===== src/rtl/adrv9009_rhb2_sched_if.sv =====
// Stream bundle for the RHB2 scheduler: I/Q sample input and decimated I/Q output,
// each with its own valid/ready handshake.
interface adrv9009_rhb2_sched_if;
   logic signed [15:0] in_i;
   logic signed [15:0] in_q;
   logic               in_valid;
   logic               in_ready;
   logic signed [15:0] out_i;
   logic signed [15:0] out_q;
   logic               out_valid;
   logic               out_ready;

   modport master (
      output in_i, in_q, in_valid, out_ready,
      input  in_ready, out_i, out_q, out_valid
   );

   modport slave (
      input  in_i, in_q, in_valid, out_ready,
      output in_ready, out_i, out_q, out_valid
   );
endinterface


===== src/rtl/adrv9009_rhb2_sched.sv =====
// RHB2 half-band decimate-by-2: one shared pre-add/MAC walks the 6 symmetric taps for I, then Q.
// Build option RHB2_SAT_EN: saturate the rounded result instead of wrapping it to 16 bits.
//
// state | meaning
// IDLE  | waiting for the first sample of a pair
// HALF  | waiting for the second sample of a pair
// MAC_I | six MAC steps over the I delay line
// MAC_Q | six MAC steps over the Q delay line
// OUT   | result pair presented until out_ready
module adrv9009_rhb2_sched (
   input  logic clk,
   input  logic reset,
   adrv9009_rhb2_sched_if.slave bus
);

   typedef enum logic [2:0] {IDLE, HALF, MAC_I, MAC_Q, OUT} state_t;

   state_t             state_q, state_d;
   logic        [2:0]  step_q, step_d;
   logic signed [35:0] acc_q, acc_d;
   logic signed [15:0] xi_q [19];
   logic signed [15:0] xi_d [19];
   logic signed [15:0] xq_q [19];
   logic signed [15:0] xq_d [19];
   logic signed [15:0] out_i_q, out_i_d, out_q_q, out_q_d;
   logic               out_valid_q, out_valid_d;
   logic               rdy_q, rdy_d;

   logic               accept;
   logic signed [15:0] tap_lo, tap_hi, coef;
   logic signed [16:0] pre;
   logic signed [32:0] prod;
   logic signed [35:0] acc_sum, rnd;
   logic signed [15:0] res;
   logic               rnd_unused;

   // in_ready is forced low combinationally while reset is held
   assign bus.in_ready  = reset && rdy_q;
   assign bus.out_i     = out_i_q;
   assign bus.out_q     = out_q_q;
   assign bus.out_valid = out_valid_q;
   assign accept        = bus.in_valid && bus.in_ready;

   always_comb begin
      tap_lo = '0;
      tap_hi = '0;
      coef   = '0;
      for (int k = 0; k < 5; k++) begin
         if (step_q == 3'(k)) begin
            tap_lo = (state_q == MAC_Q) ? xq_q[2*k]      : xi_q[2*k];
            tap_hi = (state_q == MAC_Q) ? xq_q[18 - 2*k] : xi_q[18 - 2*k];
         end
      end
      if (step_q == 3'd5) tap_lo = (state_q == MAC_Q) ? xq_q[9] : xi_q[9];
      case (step_q)
         3'd0:    coef = 16'sd104;
         3'd1:    coef = -16'sd406;
         3'd2:    coef = 16'sd1120;
         3'd3:    coef = -16'sd2802;
         3'd4:    coef = 16'sd10188;
         3'd5:    coef = 16'sd16384;
         default: coef = '0;
      endcase
   end

   assign pre     = {tap_lo[15], tap_lo} + {tap_hi[15], tap_hi};
   assign prod    = $signed({{16{pre[16]}}, pre}) * $signed({{17{coef[15]}}, coef});
   assign acc_sum = acc_q + {{3{prod[32]}}, prod};
   assign rnd     = acc_sum + 36'sd16384;

`ifdef RHB2_SAT_EN
   logic signed [20:0] r_full;
   assign r_full     = rnd[35:15];
   assign res        = (r_full > 21'sd32767)  ? 16'sd32767 :
                       (r_full < -21'sd32768) ? -16'sd32768 : r_full[15:0];
   assign rnd_unused = ^rnd[14:0];
`else
   assign res        = rnd[30:15];
   assign rnd_unused = ^{rnd[35:31], rnd[14:0]};
`endif

   always_comb begin
      state_d     = state_q;
      step_d      = step_q;
      acc_d       = acc_q;
      xi_d        = xi_q;
      xq_d        = xq_q;
      out_i_d     = out_i_q;
      out_q_d     = out_q_q;
      out_valid_d = out_valid_q;

      case (state_q)
         IDLE: if (accept) state_d = HALF;
         HALF: if (accept) begin
            state_d = MAC_I;
            acc_d   = '0;
            step_d  = '0;
         end
         MAC_I: if (step_q == 3'd5) begin
            out_i_d = res;
            state_d = MAC_Q;
            acc_d   = '0;
            step_d  = '0;
         end else begin
            acc_d  = acc_sum;
            step_d = step_q + 3'd1;
         end
         MAC_Q: if (step_q == 3'd5) begin
            out_q_d     = res;
            out_valid_d = 1'b1;
            state_d     = OUT;
            acc_d       = '0;
            step_d      = '0;
         end else begin
            acc_d  = acc_sum;
            step_d = step_q + 3'd1;
         end
         OUT: if (bus.out_ready) begin
            out_valid_d = 1'b0;
            state_d     = IDLE;
         end
         default: state_d = IDLE;
      endcase

      if (accept) begin
         xi_d[0] = bus.in_i;
         xq_d[0] = bus.in_q;
         for (int k = 1; k < 19; k++) begin
            xi_d[k] = xi_q[k-1];
            xq_d[k] = xq_q[k-1];
         end
      end

      rdy_d = (state_d == IDLE) || (state_d == HALF);
   end

   always_ff @(posedge clk) begin
      if (!reset) begin
         state_q     <= IDLE;
         step_q      <= '0;
         acc_q       <= '0;
         for (int k = 0; k < 19; k++) begin
            xi_q[k] <= '0;
            xq_q[k] <= '0;
         end
         out_i_q     <= '0;
         out_q_q     <= '0;
         out_valid_q <= 1'b0;
         rdy_q       <= 1'b1;
      end else begin
         state_q     <= state_d;
         step_q      <= step_d;
         acc_q       <= acc_d;
         xi_q        <= xi_d;
         xq_q        <= xq_d;
         out_i_q     <= out_i_d;
         out_q_q     <= out_q_d;
         out_valid_q <= out_valid_d;
         rdy_q       <= rdy_d;
      end
   end

endmodule


===== src/flat_wrapper.sv =====
// flat-port wrapper written by rule: the top's interface ports become plain ports
module adrv9009_rhb2_sched_flat 
  (clk, reset, bus_in_i, bus_in_q, bus_in_valid, bus_out_ready, bus_in_ready, bus_out_i, bus_out_q, bus_out_valid);
  adrv9009_rhb2_sched_if bus_i ();
  input  logic clk;
  input  logic reset;
  input wire logic [$bits(bus_i.in_i)-1:0] bus_in_i;
  input wire logic [$bits(bus_i.in_q)-1:0] bus_in_q;
  input wire logic [$bits(bus_i.in_valid)-1:0] bus_in_valid;
  input wire logic [$bits(bus_i.out_ready)-1:0] bus_out_ready;
  output wire logic [$bits(bus_i.in_ready)-1:0] bus_in_ready;
  output wire logic [$bits(bus_i.out_i)-1:0] bus_out_i;
  output wire logic [$bits(bus_i.out_q)-1:0] bus_out_q;
  output wire logic [$bits(bus_i.out_valid)-1:0] bus_out_valid;
  assign bus_i.in_i = bus_in_i;
  assign bus_i.in_q = bus_in_q;
  assign bus_i.in_valid = bus_in_valid;
  assign bus_i.out_ready = bus_out_ready;
  assign bus_in_ready = bus_i.in_ready;
  assign bus_out_i = bus_i.out_i;
  assign bus_out_q = bus_i.out_q;
  assign bus_out_valid = bus_i.out_valid;
  adrv9009_rhb2_sched u_core (.clk(clk), .reset(reset), .bus(bus_i));
endmodule

===== config.mk =====
export PLATFORM = sky130hd
export DESIGN_NAME = adrv9009_rhb2_sched_flat
export DESIGN_NICKNAME = d
export VERILOG_FILES = /design/src/rtl/adrv9009_rhb2_sched_if.sv /design/src/rtl/adrv9009_rhb2_sched.sv /design/src/flat_wrapper.sv
export SDC_FILE = /design/constraint.sdc
export NUM_CORES = 2
export LEC_CHECK = 0
export ABC_AREA = 0
export BUFFER_PORTS_ARGS = -buffer_cell sky130_fd_sc_hd__buf_2
export CAP_MARGIN = 0
export CORE_AREA = 5 5 333 335
export DETAILED_ROUTE_END_ITERATION = 16
export DIE_AREA = 0 0 338 340
export GPL_ROUTABILITY_DRIVEN = 0
export PLACE_DENSITY = 0.63
export REMOVE_ABC_BUFFERS = 1
export SYNTH_ARGS = -nofsm -noshare
export SYNTH_HDL_FRONTEND = slang
export SYNTH_SLANG_ARGS = --single-unit

===== constraint.sdc =====
create_clock -name clk -period 11.8 [get_ports clk]
set_input_delay 2.36 -clock clk [delete_from_list [all_inputs] [get_ports clk]]
set_output_delay 2.36 -clock clk [all_outputs]
set_load 0.01 [all_outputs]

Word-level counts from Yosys, hierarchy flattened
Index checks and enable logic that the tools add are counted.
Storage, ports and cells
  logic and storage cells: 114
  register bits: 684
  output and inout port bits: 34
  input port bits: 36
Operators by class
  add/subtract/negate cells: 4
  muxes and demuxes: 38
  $mul: 1
  reductions and logical operators: 13
  equal/unequal tests: 13
Operators with widths (number)
  $mux W16: 22
  $pmux W16 S6: 1
  $mux W36: 2
  $pmux W36 S2: 1
  $add A36 B36 Y36: 1
  $mul A17 B16 Y33: 1
  $add A31 B16 Y31 const B: 1
  $mux W3: 7
  $add A16 B16 Y17: 1
  $pmux W3 S5: 1
  $eq A3 B2 Y1 const B: 4
  $eq A3 B1 Y1 const B: 3
  $eq A3 B3 Y1 const B: 3
  $logic_not A3 Y1: 3
  $pmux W3 S2: 1
  $reduce_and A2 Y1: 3
  $ne A2 B2 Y1 const B: 2
  $reduce_bool A2 Y1: 2
  $add A3 B1 Y3 const B: 1
  $reduce_and A3 Y1: 1
  $logic_and A1 B1 Y1: 2
  $mux W1: 2
  $ne A2 B1 Y1 const B: 1
  $pmux W1 S2: 1
  2 further kinds: 2

Longest topological paths before layout
  depth after elaboration: 13
  gate-level depth with buffers: 61
  gate-level depth less buffers: 59

Worst setup path before layout
OpenSTA, ideal clock, no wires.
  path type: reg2reg
  start point: register u_core.state_q[1]
  end point: register u_core.out_i_q[14] (netlist: u_core.bus.out_i[14])
  clock period less this slack: 11934 ps
  data arrival time: 11864 ps
  library setup time: 70 ps
  data required time: 11730 ps
  path buffers: 6
  setup slack: -134 ps
  cell stages (with the launch flop): 57
  path through: dfxtp_1 clkbuf_1 nor2b_1 and2_1 buf_2 clkbuf_1 clkbuf_1 buf_1 mux2i_1 o22ai_1 ha_1 inv_1 fa_1 nand2b_1 a21oi_1 o21ai_0 nand2b_1 a21oi_1 (+21 left out) nand3b_1 a21o_1 a21o_1 a21o_1 a21oi_1 xnor2_1 ha_1 a21o_1 a21oi_1 o311a_1 nand2_1 xnor2_1 nor4b_4 nand3_1 nor4_2 xnor2_1 nand2_1 a21boi_1
On the way
  word-level cells in the longest chain between the ends: 12
  elaborated cells between the ends (all ways): 29
  classes of those cells: add/sub (3); mul (1); eq/ne (2); mux (22); reduce/logical (1)
Ends and longest elaborated chain
  from (decl): RTL line adrv9009_rhb2_sched.sv:18  | state_t state_q, state_d;
  from (signal assigned): RTL line adrv9009_rhb2_sched.sv:151  | state_q <= state_d;
  $eq A3 B2 Y1: RTL line adrv9009_rhb2_sched.sv:50, adrv9009_rhb2_sched.sv:51, adrv9009_rhb2_sched.sv:54
  $mux W16: RTL line adrv9009_rhb2_sched.sv:50  | tap_lo = (state_q == MAC_Q) ? xq_q[2*k] : xi_q[2*k];
  $mux W16 (5 in series): RTL line adrv9009_rhb2_sched.sv:49  | if (step_q == 3'(k)) begin
  $mux W16: RTL line adrv9009_rhb2_sched.sv:54  | if (step_q == 3'd5) tap_lo = (state_q == MAC_Q) ? xq_q[9] : xi_q[9];
  $add A16 B16 Y17: RTL line adrv9009_rhb2_sched.sv:66  | assign pre = {tap_lo[15], tap_lo} + {tap_hi[15], tap_hi};
  $mul A17 B16 Y33: RTL line adrv9009_rhb2_sched.sv:67  | assign prod = $signed({{16{pre[16]}}, pre}) * $signed({{17{coef[15]}}, coef});
  $add A36 B36 Y36: RTL line adrv9009_rhb2_sched.sv:68  | assign acc_sum = acc_q + {{3{prod[32]}}, prod};
  $add A31 B16 Y31: RTL line adrv9009_rhb2_sched.sv:69  | assign rnd = acc_sum + 36'sd16384;
  to (signal assigned): RTL line adrv9009_rhb2_sched.sv:156  | out_i_q <= out_i_d;
  to (decl): RTL line adrv9009_rhb2_sched.sv:25  | logic signed [15:0] out_i_q, out_i_d, out_q_q, out_q_d;
Several ways; a longest one is shown, not always the timed one.
A chain may end at the register's enable or synchronous reset.

Final worst setup path
  start point: register u_core.state_q[0]
  end point: register u_core.out_q_q[15] (netlist: u_core.bus.out_q[15])
On the way
  word-level cells in the longest chain between the ends: 12
  elaborated cells between the ends (all ways): 28
  classes of those cells: add/sub (3); mul (1); eq/ne (1); mux (22); reduce/logical (1)
Ends and longest elaborated chain
  $eq A3 B2 Y1 (*)
  $mux W16: RTL line adrv9009_rhb2_sched.sv:50
  $mux W16 (5 in series): RTL line adrv9009_rhb2_sched.sv:49
  $mux W16: RTL line adrv9009_rhb2_sched.sv:54
  $add A16 B16 Y17: RTL line adrv9009_rhb2_sched.sv:66
  $mul A17 B16 Y33: RTL line adrv9009_rhb2_sched.sv:67
  $add A36 B36 Y36: RTL line adrv9009_rhb2_sched.sv:68
  $add A31 B16 Y31: RTL line adrv9009_rhb2_sched.sv:69
  to (signal assigned): RTL line adrv9009_rhb2_sched.sv:157  | out_q_q <= out_q_d;
  to (decl): RTL line adrv9009_rhb2_sched.sv:25
Every way passes the cells marked *; elsewhere a longest branch is shown, timed or not.

==> flow_summary.toml <==
[finish]
drive_gt1_frac = 0.0873
final_cell_count_no_fill = 6260
nFillCells = 11000
syn2layout_area_growth_pct = 13.7
post-route-cell-area_um2 = 42300
final_net_count = 5190
seq_area_um2 = 13600
num_antenna_cells = 0
multi_input_area_um2 = 21700

[yosys]
async_flop_share = 0
syn_area_um2 = 37200
yosysTopAreaCellShare = 0.365
ys_seq_area_frac = 0.365
synth_warnings = 0
synth_area_leaders = "dfxtp_1 36%, nand2_1 16%, fa_1 12%"
ys_ff_latch = 678
avgSynthCellArea_um2 = 7.73
ys_types = 79
synth_commonest_cells = "1596 x nand2_1, 687 x o21ai_0, 678 x dfxtp_1, 306 x inv_1, 287 x clkbuf_1"
synth.most_common_cell = "nand2_1"
syn_inst = 4814
synth_edf_count = 0
synth_largest_area_cell = "dfxtp_1"
synthFlopType = "dfxtp_1"

[place]
placed_cell_area_um2 = 39200
io_buffers = 69
dp_hpwl_mm = 61.3
dp.cells = 6103

[clocking]
clock_sinks = 678
cts_hold_buf = 0
cts-root-buf = "clkbuf_16"
clk_latency_ns = 0.64
clk_path_buf_depth = 3
cts_max_level = 3
cts_tree = "yes"
cts_made_buffers = 74
clk_transition_reported_paths_ns = 0.06

[critical_path]
cp_max_fo = 16
required_ns = 12.36
max_stage_delay_ns = 0.54
critPathKind = "reg2reg"
end_kind = "register"
cp_slowest_cell = "fa_1"
r2r_start = "u_core.state_q[0]$_SDFF_PN0_"
start_kind = "register"
crit_start = "u_core.state_q[0]$_SDFF_PN0_"
arrival_ns = 11.85

[route]
ant_nets = 0
drcViolationCount = 0
wl_per_cell_um = 14.6
drtIter0Drc = 2315
dr.pass1.iters = 5
route.vias.total = 30800
routed_via_density = 4.91
drt_wl_total_mm = 91.5

[timing]
final.min_clock_period_ns = 11.28
worst_pin_slew_ns = 1.21
report.final.slew_viol_count = 0
post-route-period-util = 0.956
slew_headroom = 0.194
setup_viol = 0
fin_skew_ns = 0.0424
fmax_mhz = 88.6
hold_violations = 0

[power]
vdd_ir_drop_max_uv = 106
total_power_w = 0.00629
power.leakage_nw = 16.6
power_density_nw_per_um2 = 149

[floorplanning]
dieHeight_um = 340
io_pins = 70
die_area_um2 = 115000
start_util = 0.345
rows = 121
die_x_um = 338
core-area_um2 = 108000

[status]
status = "finished, final reports clean"

[global_routing]
gr-total-overflow = 0
track_usage = 0.156
grt_pass1_vias = 29300
antenna_found_initial = 0
grt_max_degree = 279
grt_pass1_wl_mm = 150

[hold_path]
hp-class = "reg2reg"
min_from = "u_core.xi_q[127]$_SDFFE_PN0P_"

[flow_run]
drv_cap = 0
## sequential cells by signal, indices dropped and copies added (netlist names)
name	flops
u_core.acc_q	30
u_core.bus.out_i	16
u_core.bus.out_q	16
u_core.bus.out_valid	1
u_core.rdy_q	1
u_core.state_q	3
u_core.step_q	3
u_core.xi_q	304
u_core.xq_q	304
## power by group
group	switching, W	total [W]	internal [W]
logic	0.000878	0.00151	0.000634
clock network	0.000984	0.00244	0.00146
registers	0.0000195	0.00233	0.00231
total	0.00188	0.00629	0.00441
## cells by family (layout without fill, tap and decap cells)
| family | after synthesis | after routing | synth area share |
|---|---|---|---|
| AO/OA/AOI/OAI | 1033 | 1033 | 0.154 |
| AND/OR/NAND/NOR | 1970 | 1971 | 0.213 |
| adder cells (fa/ha/maj) | 366 | 366 | 0.167 |
| XOR/XNOR | 95 | 95 | 0.0235 |
| multiplexers | 57 | 57 | 0.0154 |
| flip-flops | 678 | 678 | 0.365 |
| buffers and inverters | 615 | 646 | 0.0622 |
## repair_timing
item | CTS | global route
endpoints found under the setup margin | 4 | 37
gates resized for setup | 6 | 74
buffers inserted | 3 | 17
gates cloned | 0 | 3
pin swaps | 0 | 16
## routing by layer
metal,GRT usage,wire [µm]
met5,0,0
met2,0.261,42800
met4,0.0564,3120
met3,0.0218,3910
met1,0.207,41600
## final timing paths
kind | slack [ns] | end | cells after the start
max | 0.52 | u_core.bus.out_q[15]$_SDFFE_PN0P_ | 56
min | 0.43 | u_core.xi_q[111]$_SDFFE_PN0P_ | 2
max reg2reg | 0.52 | u_core.bus.out_q[15]$_SDFFE_PN0P_ | 56
min reg2reg | 0.43 | u_core.xi_q[111]$_SDFFE_PN0P_ | 2
## critical path, delay by kind of cell, from the launching register on
| kind | cells | cell delay (ns) |
|---|---|---|
| simple gates | 13 | 2.13 |
| buf+inv | 8 | 0.65 |
| fa+ha+maj | 10 | 4.05 |
| xor+xnor | 4 | 0.62 |
| flops | 1 | 0.47 |
| compound gates | 21 | 3.25 |
## area by class of cell
type                            instances  share of cell area
Inverter                              308              0.0273
Clock inverter                         25             0.00999
Tap cell                             1414              0.0418
Sequential cell                       678               0.321
Clock buffer                          109              0.0511
Multi-Input combinational cell       3522               0.512
Timing Repair Buffer                  204              0.0371
## cell usage in the layout, fill, tap and decap left out, types with 68 or more instances in the layout
cell type / instances
nand2_1: 1591
o21ai_0: 681
dfxtp_1: 674
inv_1: 306
fa_1: 217
nor2_1: 170
a21oi_1: 159
ha_1: 145
buf_4: 116
clkbuf_16: 77
buf_2: 68
## per-stage QoR
| step | hold slack (ns) | setup WS (ns) | utilization | setup TNS, ns |
|---|---|---|---|---|
| 3_3_place_gp | 0.431 | 0.111 | 0.364 | 0 |
| 4_1_cts | 0.437 | 0.0273 | 0.388 | 0 |
| 6_report | 0.435 | 0.518 | 0.393 | 0 |
| 5_1_grt | 0.455 | -0.0830 | 0.393 | -0.152 |
| 2_1_floorplan | 0.425 | -10.51 | - | -6466.09 |
| 3_5_place_dp | 0.439 | -0.0860 | 0.364 | -0.174 |
Note: power is estimated with default switching activity, not from simulation.
